**src/rtl/toggle_bank.sv**
```systemverilog
// Multi-channel debounced toggle stage: sync chain, stability filter,
// selectable edge trigger and one-cycle change strobes per channel.
module toggle_bank #(
  parameter int                  CHANNELS    = 4,
  parameter int                  SYNC_STAGES = 2,
  parameter int                  DEBOUNCE    = 16,
  parameter logic [CHANNELS-1:0] INIT        = '0
) (
  input  logic                  clk,
  input  logic                  rst,
  input  logic [CHANNELS-1:0]   din,
  input  logic [2*CHANNELS-1:0] mode,
  input  logic                  clr,
  output logic [CHANNELS-1:0]   dout,
  output logic [CHANNELS-1:0]   changed
);

  typedef enum logic [1:0] {
    M_RISE  = 2'd0,
    M_FALL  = 2'd1,
    M_BOTH  = 2'd2,
    M_LEVEL = 2'd3
  } mode_e;

  for (genvar i = 0; i < CHANNELS; i++) begin : g_ch

    logic [SYNC_STAGES-1:0] sync_q;
    logic                   s;
    logic                   db_q;
    logic                   db_d;
    logic                   rise;
    logic                   fall;
    logic                   dout_q;
    logic                   dout_d;
    logic                   chg_q;
    logic                   chg_d;
    mode_e                  md;

    assign md = mode_e'(mode[2*i +: 2]);
    assign s  = sync_q[SYNC_STAGES-1];

    always_ff @(posedge clk or posedge rst) begin
      if (rst) begin
        sync_q <= '0;
      end else begin
        sync_q <= {sync_q[SYNC_STAGES-2:0], din[i]};
      end
    end

    if (DEBOUNCE >= 2) begin : g_db
      localparam int CW = $clog2(DEBOUNCE + 1);

      logic [CW-1:0] cnt_q;
      logic [CW-1:0] cnt_d;

      // Any cycle agreeing with the accepted level restarts the count.
      always_comb begin
        cnt_d = cnt_q;
        db_d  = db_q;
        if (s == db_q) begin
          cnt_d = '0;
        end else if (cnt_q == CW'(DEBOUNCE - 1)) begin
          db_d  = s;
          cnt_d = '0;
        end else begin
          cnt_d = cnt_q + 1'b1;
        end
      end

      always_ff @(posedge clk or posedge rst) begin
        if (rst) begin
          cnt_q <= '0;
        end else begin
          cnt_q <= cnt_d;
        end
      end
    end else begin : g_nodb
      assign db_d = s;
    end

    always_ff @(posedge clk or posedge rst) begin
      if (rst) begin
        db_q <= 1'b0;
      end else begin
        db_q <= db_d;
      end
    end

    assign rise = ~db_q &  db_d;
    assign fall =  db_q & ~db_d;

    always_comb begin
      dout_d = dout_q;
      unique case (md)
        M_RISE:  if (rise)        dout_d = ~dout_q;
        M_FALL:  if (fall)        dout_d = ~dout_q;
        M_BOTH:  if (rise | fall) dout_d = ~dout_q;
        M_LEVEL: dout_d = db_d;
      endcase
      if (clr) begin
        dout_d = INIT[i];
      end
      chg_d = ~clr & (dout_d != dout_q);
    end

    always_ff @(posedge clk or posedge rst) begin
      if (rst) begin
        dout_q <= INIT[i];
        chg_q  <= 1'b0;
      end else begin
        dout_q <= dout_d;
        chg_q  <= chg_d;
      end
    end

    assign dout[i]    = dout_q;
    assign changed[i] = chg_q;

  end

endmodule

```
**config.mk**
```make
export PLATFORM = sky130hd
export DESIGN_NAME = toggle_bank
export DESIGN_NICKNAME = d
export VERILOG_FILES = /design/src/rtl/toggle_bank.sv
export SDC_FILE = /design/constraint.sdc
export NUM_CORES = 1
export LEC_CHECK = 0
export CORE_MARGIN = 2
export CORE_UTILIZATION = 58
export CTS_BUF_LIST = sky130_fd_sc_hd__clkbuf_8
export CTS_CLUSTER_DIAMETER = 100
export DETAILED_ROUTE_END_ITERATION = 10
export PLACE_DENSITY = 0.86
export SLEW_MARGIN = 20
export SYNTH_ARGS = -nofsm -noshare
export SYNTH_HDL_FRONTEND = slang
export SYNTH_SLANG_ARGS = --single-unit
```
**constraint.sdc**
```tcl
create_clock -name clk -period 2.8 [get_ports clk]
set_input_delay 0.42 -clock clk [delete_from_list [all_inputs] [get_ports clk]]
set_output_delay 0.42 -clock clk [all_outputs]
set_load 0.05 [all_outputs]
```
==> qor.csv <==
metric;value;unit
largest net degree at the start of global routing;41;
Slew headroom;66.2;%
filler instances;278;
Crit Path Max Fanout;4;
Crit path top cell by count;ha_1;
Final min period;2.31;ns
register bit total from synthesis;40;
initial antenna violation count;0;
Setup Viol. Count Final;0;
wire per inst;14.1;µm
final max-slew violation count;0;
worst hold path type;flop to flop;
Setup CP Type;flop to flop;
Worst VDD drop;0.304;mV
WP data required;2.98;ns
Synth Net Count;216;
Core ar.;0.00336;mm²
Routed WL;3.66;mm
setup tns final;0;ns
GRT overflow;0;
commonest non-fill, non-tap cell in the layout;dfrtp_1;
Storage cell area;0.00100;mm²
CP arrival;2.49;ns
full die area;0.00400;mm²
post_cts resized;0;
Root Buffer;clkbuf_8;
DRC;0;
vias per std cell;5.58;
CTS Buf Count;5;
part of the cycle the worst path needs;82.4;%
TritonCTS clock tree;done;
Worst Setup End Kind;flop;
initial DRC count;79;
DP HPWL;2.78;mm
cell family with most CP delay;compound AO/OA/AOI/OAI gates;
Buf/Inv on CP;1;
Layout Utilization;70.2;%
status;finished clean;
CP Launch Type;flop;
Vias;1450;
Pwr Density;521;mW/mm²
Starting Density;60.5;%
gp weighted congestion;0.710;
Leakage;1.25;nW
Max H-tree Level;2;
die extent in y;63.2;µm
Mapped Area;0.00204;mm²
antenna-violating nets left;0;
total global-route track usage;21.1;%
worst-margin pin slew;0.505;ns
Mapped Cells;193;
Pre-antenna DRT Iters;4;
FMAX;0.433;GHz
# IOs;23;
multi-input logic area;885;µm²
die width;63.2;µm
# Max-Cap Violations;0;
fin nets;236;
RSZ-0062 raised after global routing;no;
Ys Warns;0;
site row count;21;
PortBufs;22;
CP max stage delay;0.40;ns
area grow syn2layout;16.0;%
final hold viol count;0;
CTS hold repair buffers;0;
most frequent cells in the layout;40 x dfrtp_1, 22 x clkdlybuf4s50_1, 18 x inv_1;
vias in the first global route;1590;
Layout Skew;0.0110;ns
TritonCTS Sinks;40;
Synth Area per Inst;10.5;µm²
first-pass GRT wire length;6.49;mm
critical path, cell by cell;ha_1, nand4b_2, mux2i_1, inv_1, ha_1, a211oi_1, a31oi_1, o32ai_1;
layout cell share with drive strength beyond 1;8.41;%
ANT cells;0;
register area share after synthesis;49.2;%
Yosys cell types;32;
Post-CTS Setup Repair Bufs;0;
Clk Latency, worst-skew pair;0.30;ns
critical path's slowest cell;dfrtp_1;
clock slew at reported path FFs;0.07;ns
Longest Clk Path Bufs;2;
metrics by stage:
stage	total power [mW]	instance area (µm²)	hold slack, ns	setup WS, ns	cells
2_1_floorplan	0.723	2040	0.331	0.765	193
3_3_place_gp	0.762	2250	0.334	0.673	252
3_5_place_dp	0.775	2250	0.336	0.533	252
4_1_cts	1.25	2360	0.353	0.506	260
5_1_grt	1.29	2360	0.362	0.319	260
6_report	1.23	2360	0.350	0.493	260
cells by family after synthesis:
family | synth area share, %
xor gates and xnor gates | 5.59
DFF | 49.2
AOI/OAI and AO/OA | 15.9
and+or+nand+nor | 15.1
adders and majority gates | 4.92
muxes | 1.97
buffers and inverters | 7.37
area by class of cell:
| cell class | count | share of cell area, % |
|---|---|---|
| Clock buffer | 5 | 2.91 |
| Inverter | 21 | 3.34 |
| Tap cell | 46 | 2.44 |
| Timing Repair Buffer | 23 | 9.64 |
| Clock inverter | 3 | 1.80 |
| Multi-Input combinational cell | 122 | 37.5 |
| Sequential cell | 40 | 42.4 |
synth_stat cells (all sizes together):
master | n | area, µm²
nor2b | 2 | 12.5
o21ai | 6 | 30.0
xor2 | 13 | 114
nor3 | 3 | 15.0
and2 | 5 | 31.3
nand2 | 14 | 52.6
nor3b | 1 | 7.51
inv | 21 | 78.8
dfrtp | 40 | 1000
nand4b | 3 | 45.0
a41oi | 1 | 8.76
ha | 8 | 100
o41ai | 3 | 48.8
o21ba | 3 | 30.0
a31oi | 10 | 62.6
nor2 | 13 | 48.8
o32ai | 3 | 26.3
mux2i | 4 | 40.0
nand3 | 4 | 20.0
o21a | 3 | 22.5
o211ai | 2 | 15.0
a211oi | 6 | 45.0
or3 | 2 | 12.5
clkbuf | 1 | 3.75
o311ai | 1 | 8.76
and4b | 1 | 10.0
buf | 9 | 67.6
nand3b | 1 | 7.51
a31o | 3 | 26.3
and3 | 3 | 18.8
nand2b | 4 | 25.0
final timing paths:
| path | start | endpoint | cells past startpoint | slack, ns |
|---|---|---|---|---|
| setup / recovery | g_ch[3].g_db.cnt_q[0] | g_ch[3].chg_q | 8 | 0.49 |
| max in group asynchronous | rst | g_ch[0].g_db.cnt_q[2] | 3 | 1.92 |
| min in group asynchronous | rst | g_ch[1].dout_q | 3 | 0.54 |
| hold / removal | g_ch[3].sync_q[0] | g_ch[3].sync_q[1] | 0 | 0.35 |
| setup reg to reg | g_ch[3].g_db.cnt_q[0] | g_ch[3].chg_q | 8 | 0.49 |
| hold reg to reg | g_ch[3].sync_q[0] | g_ch[3].sync_q[1] | 0 | 0.35 |
flip-flops by register name (all words and copies together), names as in the netlist:
| register | count |
|---|---|
| g_ch.chg_q | 4 |
| g_ch.db_q | 4 |
| g_ch.g_db.cnt_q | 20 |
| g_ch.dout_q | 4 |
| g_ch.sync_q | 8 |
per-layer routing:
layer / wire length [µm] / GRT usage, %
met2: 1950 / 38.0
met5: 0 / 0
met3: 129 / 6.96
met1: 1500 / 21.1
met4: 85 / 12.0
power breakdown:
group | internal [mW] | switching, mW
Clock | 0.264 | 0.203
Combinational | 0.0598 | 0.0794
Sequential | 0.603 | 0.0199
Total | 0.927 | 0.302
worst reg2reg max path, cell delays in order, from the launching register on:
cell and delay (ns):
dfrtp_1 0.40, ha_1 0.25, nand4b_2 0.15, mux2i_1 0.37
inv_1 0.08, ha_1 0.31, a211oi_1 0.30, a31oi_1 0.07
o32ai_1 0.27
(Power assumes the default switching activity.)
